===== src/rtl/call_return_ctrl_if.sv =====
// Bundle between the call/return controller, the decode stage, fetch and the
// 8-entry return-address stack.
interface call_return_ctrl_if #(
   parameter int AW = 12,
   parameter int CW = 4
);
   logic          call_valid;
   logic          ret_valid;
   logic [AW-1:0] pc;
   logic [AW-1:0] call_target;
   logic          stall;
   logic          flush;
   logic [AW-1:0] stk_data;
   logic          stk_push;
   logic          stk_pop;
   logic [AW-1:0] stk_addr_in;
   logic          redirect_valid;
   logic [AW-1:0] redirect_pc;
   logic          busy;
   logic [CW-1:0] depth;
   logic          overflow_err;
   logic          underflow_err;

   modport master (
      input  call_valid, ret_valid, pc, call_target, stall, flush, stk_data,
      output stk_push, stk_pop, stk_addr_in, redirect_valid, redirect_pc,
             busy, depth, overflow_err, underflow_err
   );

   modport slave (
      output call_valid, ret_valid, pc, call_target, stall, flush, stk_data,
      input  stk_push, stk_pop, stk_addr_in, redirect_valid, redirect_pc,
             busy, depth, overflow_err, underflow_err
   );
endinterface


===== src/rtl/call_return_ctrl.sv =====
// Call/return controller: drives push/pop pulses to the return-address stack,
// redirects fetch, tracks occupancy and flags overflow/underflow.
module call_return_ctrl #(
   parameter int AW    = 12,
   parameter int DEPTH = 8,
   parameter int CW    = 4
) (
   input  logic               clk,
   input  logic               rst,
   call_return_ctrl_if.master bus
);

   localparam logic [1:0] S_IDLE       = 2'd0;
   localparam logic [1:0] S_CALL_ISSUE = 2'd1;
   localparam logic [1:0] S_RET_POP    = 2'd2;
   localparam logic [1:0] S_RET_WAIT   = 2'd3;

   localparam logic [CW-1:0] DEPTH_FULL = CW'(DEPTH);

   logic [1:0]    r_state;
   logic [1:0]    w_state_nxt;
   logic          r_busy;
   logic [CW-1:0] r_depth;
   logic          r_ovf;
   logic          r_unf;
   logic          r_push;
   logic          r_pop;
   logic [AW-1:0] r_addr;
   logic          r_rv;
   logic [AW-1:0] r_rpc;
   logic          r_ret_done;

   logic          w_accept;
   logic          w_has_entry;
   logic          w_has_room;
   logic [AW-1:0] w_pc_inc;

   assign w_accept    = (r_state == S_IDLE) && !bus.stall && (bus.call_valid || bus.ret_valid);
   assign w_has_entry = (r_depth != '0);
   assign w_has_room  = (r_depth < DEPTH_FULL);
   assign w_pc_inc    = bus.pc + AW'(1);

   // Overflowing calls and underflowing returns redirect in one cycle, so both
   // reuse the single-cycle issue state; only a real pop walks RET_POP/RET_WAIT.
   always_comb begin
      // NOTE: default first so every path assigns w_state_nxt and no latch is inferred.
      w_state_nxt = r_state;
      case (r_state)
         S_IDLE: begin
            if (w_accept)
               w_state_nxt = (!bus.call_valid && w_has_entry) ? S_RET_POP : S_CALL_ISSUE;
         end
         S_CALL_ISSUE: w_state_nxt = S_IDLE;
         S_RET_POP:    w_state_nxt = bus.flush ? S_IDLE : S_RET_WAIT;
         S_RET_WAIT: begin
            if (bus.flush || r_ret_done)
               w_state_nxt = S_IDLE;
         end
         default:      w_state_nxt = S_IDLE;
      endcase
   end

   // NOTE: sequential state uses non-blocking assignments only; strobes default
   // low each cycle so every set below is exactly a one-cycle pulse.
   always_ff @(posedge clk) begin
      if (rst) begin
         r_state    <= S_IDLE;
         r_busy     <= 1'b0;
         r_depth    <= '0;
         r_ovf      <= 1'b0;
         r_unf      <= 1'b0;
         r_push     <= 1'b0;
         r_pop      <= 1'b0;
         r_addr     <= '0;
         r_rv       <= 1'b0;
         r_rpc      <= '0;
         r_ret_done <= 1'b0;
      end else begin
         r_state <= w_state_nxt;
         r_busy  <= (w_state_nxt != S_IDLE);
         r_push  <= 1'b0;
         r_pop   <= 1'b0;
         r_rv    <= 1'b0;

         if (w_accept) begin
            if (bus.call_valid) begin
               r_rv  <= 1'b1;
               r_rpc <= bus.call_target;
               if (w_has_room) begin
                  r_push  <= 1'b1;
                  r_addr  <= w_pc_inc;
                  r_depth <= r_depth + CW'(1);
               end else begin
                  r_ovf <= 1'b1;
               end
            end else if (w_has_entry) begin
               r_pop   <= 1'b1;
               r_depth <= r_depth - CW'(1);
            end else begin
               r_unf <= 1'b1;
               r_rv  <= 1'b1;
               r_rpc <= w_pc_inc;
            end
         end

         // Stack data arrives during the first RET_WAIT cycle; the redirect is
         // presented in the second one, after which the FSM drops to IDLE.
         if (r_state == S_RET_WAIT) begin
            if (!bus.flush && !r_ret_done) begin
               r_rv       <= 1'b1;
               r_rpc      <= bus.stk_data;
               r_ret_done <= 1'b1;
            end else begin
               r_ret_done <= 1'b0;
            end
         end
      end
   end

   assign bus.stk_push       = r_push;
   assign bus.stk_pop        = r_pop;
   assign bus.stk_addr_in    = r_addr;
   assign bus.redirect_valid = r_rv;
   assign bus.redirect_pc    = r_rpc;
   assign bus.busy           = r_busy;
   assign bus.depth          = r_depth;
   assign bus.overflow_err   = r_ovf;
   assign bus.underflow_err  = r_unf;

endmodule


===== src/flat_wrapper.sv =====
// flat-port wrapper written by rule: the top's interface ports become plain ports
module call_return_ctrl_flat 
#(
   parameter int AW    = 12,
   parameter int DEPTH = 8,
   parameter int CW    = 4
)
  (clk, rst, bus_call_valid, bus_ret_valid, bus_pc, bus_call_target, bus_stall, bus_flush, bus_stk_data, bus_stk_push, bus_stk_pop, bus_stk_addr_in, bus_redirect_valid, bus_redirect_pc, bus_busy, bus_depth, bus_overflow_err, bus_underflow_err);
  call_return_ctrl_if #(.AW(AW), .CW(CW)) bus_i ();
  input  logic clk;
  input  logic rst;
  input wire logic [$bits(bus_i.call_valid)-1:0] bus_call_valid;
  input wire logic [$bits(bus_i.ret_valid)-1:0] bus_ret_valid;
  input wire logic [$bits(bus_i.pc)-1:0] bus_pc;
  input wire logic [$bits(bus_i.call_target)-1:0] bus_call_target;
  input wire logic [$bits(bus_i.stall)-1:0] bus_stall;
  input wire logic [$bits(bus_i.flush)-1:0] bus_flush;
  input wire logic [$bits(bus_i.stk_data)-1:0] bus_stk_data;
  output wire logic [$bits(bus_i.stk_push)-1:0] bus_stk_push;
  output wire logic [$bits(bus_i.stk_pop)-1:0] bus_stk_pop;
  output wire logic [$bits(bus_i.stk_addr_in)-1:0] bus_stk_addr_in;
  output wire logic [$bits(bus_i.redirect_valid)-1:0] bus_redirect_valid;
  output wire logic [$bits(bus_i.redirect_pc)-1:0] bus_redirect_pc;
  output wire logic [$bits(bus_i.busy)-1:0] bus_busy;
  output wire logic [$bits(bus_i.depth)-1:0] bus_depth;
  output wire logic [$bits(bus_i.overflow_err)-1:0] bus_overflow_err;
  output wire logic [$bits(bus_i.underflow_err)-1:0] bus_underflow_err;
  assign bus_i.call_valid = bus_call_valid;
  assign bus_i.ret_valid = bus_ret_valid;
  assign bus_i.pc = bus_pc;
  assign bus_i.call_target = bus_call_target;
  assign bus_i.stall = bus_stall;
  assign bus_i.flush = bus_flush;
  assign bus_i.stk_data = bus_stk_data;
  assign bus_stk_push = bus_i.stk_push;
  assign bus_stk_pop = bus_i.stk_pop;
  assign bus_stk_addr_in = bus_i.stk_addr_in;
  assign bus_redirect_valid = bus_i.redirect_valid;
  assign bus_redirect_pc = bus_i.redirect_pc;
  assign bus_busy = bus_i.busy;
  assign bus_depth = bus_i.depth;
  assign bus_overflow_err = bus_i.overflow_err;
  assign bus_underflow_err = bus_i.underflow_err;
  call_return_ctrl #(.AW(AW), .DEPTH(DEPTH), .CW(CW)) u_core (.clk(clk), .rst(rst), .bus(bus_i));
endmodule

===== config.mk =====
export PLATFORM = sky130hd
export DESIGN_NAME = call_return_ctrl_flat
export DESIGN_NICKNAME = d
export VERILOG_FILES = /design/src/rtl/call_return_ctrl_if.sv /design/src/rtl/call_return_ctrl.sv /design/src/flat_wrapper.sv
export SDC_FILE = /design/constraint.sdc
export NUM_CORES = 1
export LEC_CHECK = 0
export BUFFER_PORTS_ARGS = -buffer_cell sky130_fd_sc_hd__buf_2
export CAP_MARGIN = 5
export CORE_MARGIN = 10
export CORE_UTILIZATION = 51
export DETAILED_ROUTE_END_ITERATION = 6
export PLACE_DENSITY_LB_ADDON = 0.2
export RECOVER_POWER = 25
export SETUP_SLACK_MARGIN = 0.3
export SYNTH_ARGS = -nofsm -noshare
export SYNTH_HDL_FRONTEND = slang
export SYNTH_SLANG_ARGS = --single-unit

===== constraint.sdc =====
create_clock -name clk -period 2.55 [get_ports clk]
set_input_delay 0.51 -clock clk [delete_from_list [all_inputs] [get_ports clk]]
set_output_delay 0.51 -clock clk [all_outputs]
set_load 0.05 [all_outputs]

==> results of run 1 <==
[worst min path at each step]
stage                     cells after the start  slack, ns                    start                   endpoint
after floorplan                               2       0.46        u_core.r_ret_done          u_core.r_ret_done
after global placement                        2       0.46  u_core.bus.overflow_err    u_core.bus.overflow_err
after detailed placement                      2       0.45  u_core.bus.overflow_err    u_core.bus.overflow_err
after CTS                                     2       0.39                bus_pc[0]  u_core.bus.stk_addr_in[0]
after global routing                          2       0.39                bus_pc[0]  u_core.bus.stk_addr_in[0]
final                                         2       0.41                bus_pc[0]  u_core.bus.stk_addr_in[0]
[cells by family after synthesis]
| logic type | Yosys count |
|---|---|
| and+or+nand+nor | 73 |
| muxes | 5 |
| DFF | 37 |
| buffers and inverters | 16 |
| xor gates and xnor gates | 13 |
| adders and majority gates | 6 |
| AOI/OAI and AO/OA | 49 |
[routing by layer]
layer,vias to the layer above,track usage [%],part of all wire [%]
li1,870,-,-
met1,778,19.63,46
met2,65,22.23,42
met3,7,7.238,11
met4,0,3.169,0.88
met5,-,0,0
[synth_stat cells, types with 2 or more instances]
cell type  count
a211oi_1      18
a221oi_1       9
nand3_1        5
a221oi_2       3
dfxtp_1       37
clkbuf_8       3
a21oi_1        5
inv_1          5
xor2_1         6
nor4_1         2
ha_1           5
buf_2          3
mux2i_1        5
xnor2_1        7
o22ai_1        2
nor3_1         3
nor3b_1        2
o21bai_1       2
nand2b_1       6
a211oi_2       2
nand2_1       10
clkbuf_1       3
nor2_1        31
or3_1          6
o21ai_0        3
[metrics by stage]
step                      power (mW)  utilization [%]  hold WS [ns]
after floorplan                1.042                -        0.4597
after CTS                      1.469            66.41        0.3938
final                          1.446            65.64        0.4132
after detailed placement       1.170            64.80        0.4530
after global routing           1.535            65.64        0.3926
after global placement         1.163            64.80        0.4577
[flip-flops by register name (all words and copies together) (netlist names), 2 cells and up]
name                    count
u_core.bus.depth            4
u_core.bus.redirect_pc     12
u_core.bus.stk_addr_in     12
u_core.r_state              2
[area by class of cell]
type | instances | share of cell area, %
clock buffer | 5 | 1.674
clock inverter | 3 | 0.7813
inverter | 5 | 0.8371
multi-input combinational | 146 | 44.36
sequential | 37 | 33.04
tap | 46 | 2.567
timing repair buffer | 77 | 16.74
[where the power goes]
group | leakage, nW | switching, mW | internal, mW
clock | 0.0310 | 0.193 | 0.104
combinational | 0.628 | 0.333 | 0.151
sequential | 0.302 | 0.0365 | 0.628
==> flow_summary.ini, run 1 <==
[final_layout]
multi_input_area_um2 = 994.7
stdcell_count = 319
drive_above_1_share_pct = 29.67
final-seq-area_um2 = 740.7
final_common_cell = buf_2
area_growth_pct = 21.08
n_antenna_cell = 0
finalInstanceArea_um2 = 2242
nFillCells = 318
num-nets-final = 320
layout_common_cells = 63 x buf_2, 37 x dfxtp_1, 31 x nor2_1, 18 x a211oi_1, 12 x clkbuf_1

[timing]
finalMaxSlewViolations = 0
setup_viol = 0
finalHoldViolations = 0
tns_ns = 0
fin_skew_ns = 0.008912
max_freq_mhz = 509.1
layout_setup_ws_ns = 0.5856
slew_headroom_pct = 46.38
tightest_slew_ns = 0.8039
grt_setup_unrepaired = false
period_minus_slack_ns = 1.964
period_share_pct = 77.03

[yosys]
synth_top_area_cell = dfxtp_1
synth_compound_area_share_pct = 21.15
synthSimpleGateAreaFrac_pct = 19.86
ys_seq_elements = 37
synthCells = 199
synth_fp_nets = 247
syn_avg_cell_area_um2 = 9.305
ys_async_sr_fraction_pct = 0
ys_types = 41
synth_top_family_by_area = compound AO/OA/AOI/OAI gates
synthXorXnorAreaFrac_pct = 6.149
synth_fa_ha_area_share_pct = 4.459
muxShareOfSynthArea_pct = 2.703
ys_seq_area_share_pct = 40.00
yosys_warnings = 0
ys_top_cells_by_area = dfxtp_1 40%, a211oi_1 7.3%, nor2_1 6.3%, a221oi_1 4.3%, ha_1 3.4%
ys.flop_type = dfxtp_1
yosysTopAreaCellShare_pct = 40.00
syn-cell-area_um2 = 1852
synth_edf_count = 0

[worst_setup_path]
endpoint_kind = flop
path_buf_inv = 0
path_delay_family = simple AND/OR/NAND/NOR gates
r2r_setup_slack_ns = 0.59
slowest_stage = and2_0
start_kind = flop
crit_fanout = 13
crit_path_start = u_core.r_state[0]
cp.depth = 4
max_stage_delay_ns = 0.71
regToRegStartpoint = u_core.r_state[0]
crit_type = flop to flop
cp-endpoint = u_core.bus.redirect_pc[1]
cp_cell_sequence = nor3_1, and2_0, a221oi_1, a211oi_1
worst_r2r_endpoint = u_core.bus.redirect_pc[1]
r2r_cells = 4
timing.critical_path.arrival_ns = 2.23
crit_required_ns = 2.82

[cts]
cts-buffers-inserted = 5
clock_path_buffers = 2
post_cts_resized = 0
clock-root-buffer = clkbuf_4
postCtsHoldBufs = 0
post_cts_buffers = 0
htreeDepth = 2
clk_latency_ns = 0.34
numClockSinks = 37
cts_tree = yes
clk_pin_slew_ns = 0.11

[power]
leakage_nw = 0.9610
power_density_nw_per_um2 = 644.8
peakVddDrop_mv = 0.3115

[global_route]
antenna_found_initial = 0
grt_pass1_vias = 1707
grt.total_usage_pct = 15.16
grt_max_degree = 37
grt_pass1_wl_um = 7948
grt_remaining_overflow = 0

[route]
wl_per_cell_um = 15.25
routed_via_density = 5.392
vias = 1720
routed_wl_um = 4864
drc_errors = 0
ant_nets = 0
drt_first_iter_violations = 137
dr.pass1.iters = 4

[place]
dp_hpwl_um = 3846
place_area_um2 = 2213
io_buffer_count = 75
dp_cells = 311
place_ws_ns = 0.4932
gp_congestion = 0.7842

[hold_path]
min_path_type = primary input to flop

[die]
die_y_um = 80.26
initial_core_util_pct = 54.21
placementRows = 21
io_pins = 76
core_area_um2 = 3416
dieArea_um2 = 6441
die_w_um = 80.26

[job]
cap_violations = 0

[status]
outcome = finished, final reports clean
Power figures use the tool's default switching activity.
==> inputs of run 2 (changes only) <==
CORE_UTILIZATION = 48   (was 51)
clock period = 2 ns   (was 2.55 ns; I/O delays follow)
==> run 2 against run 1 <==
  * Count of clock-buffer cells in the layout grew 2
  * Highest routed layer unchanged
  * Worst setup slack lost 0.23 ns
  * Combinational power grew 33%
  * Clock skew shrank 0.0045 ns
==> flow_summary.ini, run 2 (synthesized netlist as in run 1, its figures left out) <==
[final_layout]
num-nets-final = 324
nFillCells = 342
area_growth_pct = 28.78
final_common_cell = buf_2
final_core_utilization_pct = 64.65
multi_input_area_um2 = 1028
drive_above_1_share_pct = 31.77
layout_common_cells = 60 x buf_2, 34 x dfxtp_1, 31 x nor2_1, 18 x a211oi_1, 16 x clkbuf_1
final-seq-area_um2 = 747.0
n_antenna_cell = 0

[worst_setup_path]
endpoint_kind = flop
crit_fanout = 14
max_stage_delay_ns = 0.36
timing.critical_path.arrival_ns = 1.82
start_kind = flop
cp_cell_sequence = nor3_2, o21a_1, o21ai_4, a221oi_1, o22ai_1
slowest_stage = a221oi_1
crit_type = flop to flop
r2r_cells = 5
crit_required_ns = 2.17

[die]
initial_core_util_pct = 50.20
placementRows = 22
die_y_um = 82.11
io_pins = 76
core_area_um2 = 3689
die_w_um = 82.11
dieArea_um2 = 6742

[timing]
max_freq_mhz = 607.2
period_share_pct = 82.35
finalHoldViolations = 0
layout_setup_ws_ns = 0.3530
setup_viol = 0
tightest_slew_ns = 0.6205
fin_skew_ns = 0.004447
finalMaxSlewViolations = 0
hold_slack_ns = 0.3615
tns_ns = 0
period_minus_slack_ns = 1.647
grt_setup_unrepaired = true
slew_headroom_pct = 58.81

[cts]
numClockSinks = 37
clock_path_buffers = 2
clk_pin_slew_ns = 0.07
postCtsHoldBufs = 0
htreeDepth = 2
clk_latency_ns = 0.29
post_cts_buffers = 0
clock-root-buffer = clkbuf_8
cts_tree = yes
post_cts_resized = 0
cts-buffers-inserted = 5

[hold_path]
hold_depth = 2
min_path_type = primary input to flop

[power]
p_switching_mw = 0.7491
intPower_mw = 1.422
swShare_pct = 34.51
power.share.sequential_pct = 39.6
leakage_nw = 1.010
power_density_nw_per_um2 = 910.3
p_comb_share_pct = 29.7
clkPwrFrac_pct = 30.7
peakVddDrop_mv = 0.4474

[route]
wl_per_cell_um = 15.54
ant_nets = 0
dr.pass1.iters = 4
routed_wl_um = 5051
drt_first_iter_violations = 65
vias = 1720
routed_via_density = 5.292
drc_errors = 0

[global_route]
grt_remaining_overflow = 0
antenna_found_initial = 0
grt_pass1_vias = 1701
grt_max_degree = 22
grt_pass1_wl_um = 8211
grt.total_usage_pct = 15.54

[place]
place_ws_ns = 0.1858
gp_congestion = 0.8662
io_buffer_count = 75
dp_hpwl_um = 4010

[job]
cap_violations = 0

[status]
outcome = finished, final reports clean
==> run 2: changes by cell type in the layout (fill, tap and decap cells not counted), sizes merged <==
cell | previous run | this run
clkinvlp | 1 | 0
bufinv | 0 | 1
buf | 65 | 66
clkinv | 2 | 0
clkbuf | 17 | 22
==> run 2: worst max-delay path, delay by kind of cell, from the launching register on <==
family	cells	cell delay [ns]
flops	1	0.34
simple gates	1	0.25
compound gates	4	0.94
==> run 2: final cells by class <==
| class | instances | share of cell area [%] |
|---|---|---|
| clock buffers | 7 | 3.620 |
| multi-input cells | 146 | 43.13 |
| repair buffers | 81 | 17.37 |
| well taps | 48 | 2.518 |
| flip-flops and latches | 37 | 31.32 |
| inverters | 5 | 0.7870 |
| clock inverters | 1 | 1.259 |
==> run 2: worst paths after layout <==
path	to	from	slack [ns]
hold / removal	u_core.bus.stk_addr_in[0]	bus_pc[0]	0.36
setup / recovery	u_core.bus.redirect_pc[10]	u_core.r_state[1]	0.35
setup reg to reg	u_core.bus.redirect_pc[10]	u_core.r_state[1]	0.35
hold reg to reg	u_core.bus.overflow_err	u_core.bus.overflow_err	0.49
==> run 2: metal layers <==
layer,vias to the layer above,global-route usage [%],share of wire [%]
met1,766,19.41,44
met4,0,6.293,1.5
li1,874,-,-
met2,73,23.43,43
met3,7,6.156,11
met5,-,0,0
==> run 2: power groups by stage <==
| stage | clock, mW | combinational, mW | sequential, mW |
|---|---|---|---|
| 2_1_floorplan | 0 | 0.266 | 1.08 |
| 3_3_place_gp | 0 | 0.644 | 0.873 |
| 3_5_place_dp | 0 | 0.650 | 0.874 |
| 4_1_cts | 0.682 | 0.652 | 0.858 |
| 5_1_grt | 0.701 | 0.701 | 0.869 |
| 6_report | 0.667 | 0.645 | 0.859 |
==> run 2: metrics by stage <==
stage | cell area [um2] | power (mW) | cells
after floorplan | 1871 | 1.346 | 199
after global placement | 2277 | 1.517 | 317
after detailed placement | 2277 | 1.524 | 317
after CTS | 2394 | 2.191 | 325
after global routing | 2385 | 2.271 | 325
final | 2385 | 2.171 | 325
==> inputs of run 3 (changes only) <==
clock period = 1.7 ns   (was 2 ns; I/O delays follow)
==> run 3 against run 2 <==
  * Utilization increased by 7.3 points
  * Combinational power up 46%
  * Clock skew down 0.0012 ns
  * Clock power decreased by 9.0%
  * Via count up 6.4%
  * Global-route usage rose by 1.0 points
  * First-iteration DRC count increased by 74%
==> flow_summary.ini, run 3 (synthesized netlist as in run 1, its figures left out) <==
[route]
dr.pass1.iters = 5
ant_nets = 0
drt_first_iter_violations = 113
top_layer_used = met4
drc_errors = 0
routed_wl_um = 5584
vias = 1830
met3_length_um = 582
wl_met1_um = 2443
wl_per_cell_um = 16.28
routed_via_density = 5.335
dr_wl_met2_um = 2487

[final_layout]
n_antenna_cell = 0
finalInstanceArea_um2 = 2655
final_core_utilization_pct = 71.98
area_growth_pct = 43.38
layout_common_cells = 57 x buf_2, 31 x nor2_1, 31 x dfxtp_1, 21 x buf_4, 17 x clkbuf_1
final_common_cell = buf_2
drive_above_1_share_pct = 44.41
num-nets-final = 343

[place]
gp_congestion = 0.8396
place_area_um2 = 2312
io_buffer_count = 75
dp_hpwl_um = 4060

[power]
peakVddDrop_mv = 0.5777
p_switching_mw = 0.9344
leakage_nw = 1.115
intPower_mw = 1.625
power_density_nw_per_um2 = 964.0
power.share.sequential_pct = 39.5
p_comb_share_pct = 36.8
clkPwrFrac_pct = 23.7
swShare_pct = 36.51

[worst_setup_path]
r2r_setup_slack_ns = 0.10
path_delay_family = simple AND/OR/NAND/NOR gates
start_kind = flop
max_stage_delay_ns = 0.59
timing.critical_path.arrival_ns = 1.81
crit_fanout = 7
slowest_stage = or4_4
crit_required_ns = 1.91
path_buf_inv = 0
endpoint_kind = flop
r2r_cells = 3
worst_r2r_endpoint = u_core.bus.redirect_pc[2]
crit_type = flop to flop
regToRegStartpoint = u_core.bus.depth[3]
cp_cell_sequence = or4_4, or3_4, a211oi_2

[global_route]
grt_pass1_wl_um = 8818
grt.total_usage_pct = 16.56
antenna_found_initial = 0
grt_max_degree = 26
grt_remaining_overflow = 0
grt_pass1_vias = 1865

[timing]
hold_slack_ns = 0.3035
max_freq_mhz = 625.2
tightest_slew_ns = 0.6185
fin_skew_ns = 0.003242
finalHoldViolations = 0
finalMaxSlewViolations = 0
period_share_pct = 94.09
period_minus_slack_ns = 1.600
grt_setup_unrepaired = true
slew_headroom_pct = 58.95
setup_viol = 0

[die]
die_y_um = 82.11
dieArea_um2 = 6742
core_area_um2 = 3689
placementRows = 22
die_w_um = 82.11
io_pins = 76
initial_core_util_pct = 50.20

[hold_path]
min_to = u_core.bus.stk_addr_in[0]
holdCritStartpoint = bus_pc[0]
min_path_type = primary input to flop
hold_depth = 2

[job]
cap_violations = 0

[cts]
postCtsHoldBufs = 0
cts-buffers-inserted = 5
clk_pin_slew_ns = 0.07
clock-root-buffer = clkbuf_8
clk_latency_ns = 0.29
cts_tree = yes
clock_path_buffers = 2
numClockSinks = 37
htreeDepth = 2

[status]
outcome = finished, final reports clean
[run 3: routing by layer]
metal	GRT usage, %	up-vias
met1	20.27	829
li1	-	917
met3	6.156	10
met4	5.782	0
met2	26.18	74
met5	0	-
[run 3: through the flow]
| step | cells | setup slack [ns] | total power [mW] | TNS (ns) |
|---|---|---|---|---|
| 5_1_grt | 343 | 0.05072 | 2.692 | 0 |
| 2_1_floorplan | 199 | 0.1011 | 1.581 | 0 |
| 6_report | 343 | 0.1005 | 2.559 | 0 |
| 3_5_place_dp | 322 | -0.02989 | 1.800 | -0.02989 |
| 4_1_cts | 338 | 0.1174 | 2.518 | 0 |
| 3_3_place_gp | 322 | 0.01506 | 1.795 | 0 |
[run 3: power groups by stage]
stage,registers [mW],logic [mW],clock network (mW)
after floorplan,1.27,0.313,0
after global placement,1.03,0.769,0
after detailed placement,1.03,0.774,0
after CTS,1.01,0.889,0.623
after global routing,1.02,1.01,0.657
final,1.01,0.942,0.607
[run 3: final cells by class]
cell class | instances | area [um2]
Clock buffer | 7 | 86.33
Fill cell | 321 | 1033
Inverter | 5 | 18.77
Multi-Input combinational cell | 149 | 1199
Sequential cell | 37 | 758.2
Tap cell | 48 | 60.06
Timing Repair Buffer | 97 | 533.0
[run 3: how the worst max path moves through the flow]
stage / from / end / slack (ns) / depth (start not counted)
floorplan: u_core.bus.depth[1] / u_core.bus.redirect_pc[2] / 0.10 / 3
global placement: bus_call_valid / u_core.bus.depth[3] / 0.02 / 8
detailed placement: bus_call_valid / u_core.bus.depth[3] / -0.03 / 8
CTS: u_core.bus.depth[3] / u_core.bus.redirect_pc[0] / 0.12 / 3
global route: u_core.bus.depth[3] / u_core.bus.redirect_pc[5] / 0.05 / 4
finish: u_core.bus.depth[3] / u_core.bus.redirect_pc[2] / 0.10 / 3
[run 3: worst reg2reg max path, cell delays in order (launching register included)]
cell and delay (ns):
dfxtp_4 0.36, or4_4 0.59, or3_4 0.41, a211oi_2 0.17
[run 3: repair_timing]
| action | CTS | global route |
|---|---|---|
| gates resized for setup | 15 | 23 |
| pin swaps | 16 | 15 |
| endpoints found under the setup margin | 29 | 35 |
| cloned | 3 | 0 |
| buffers inserted | 6 | 5 |
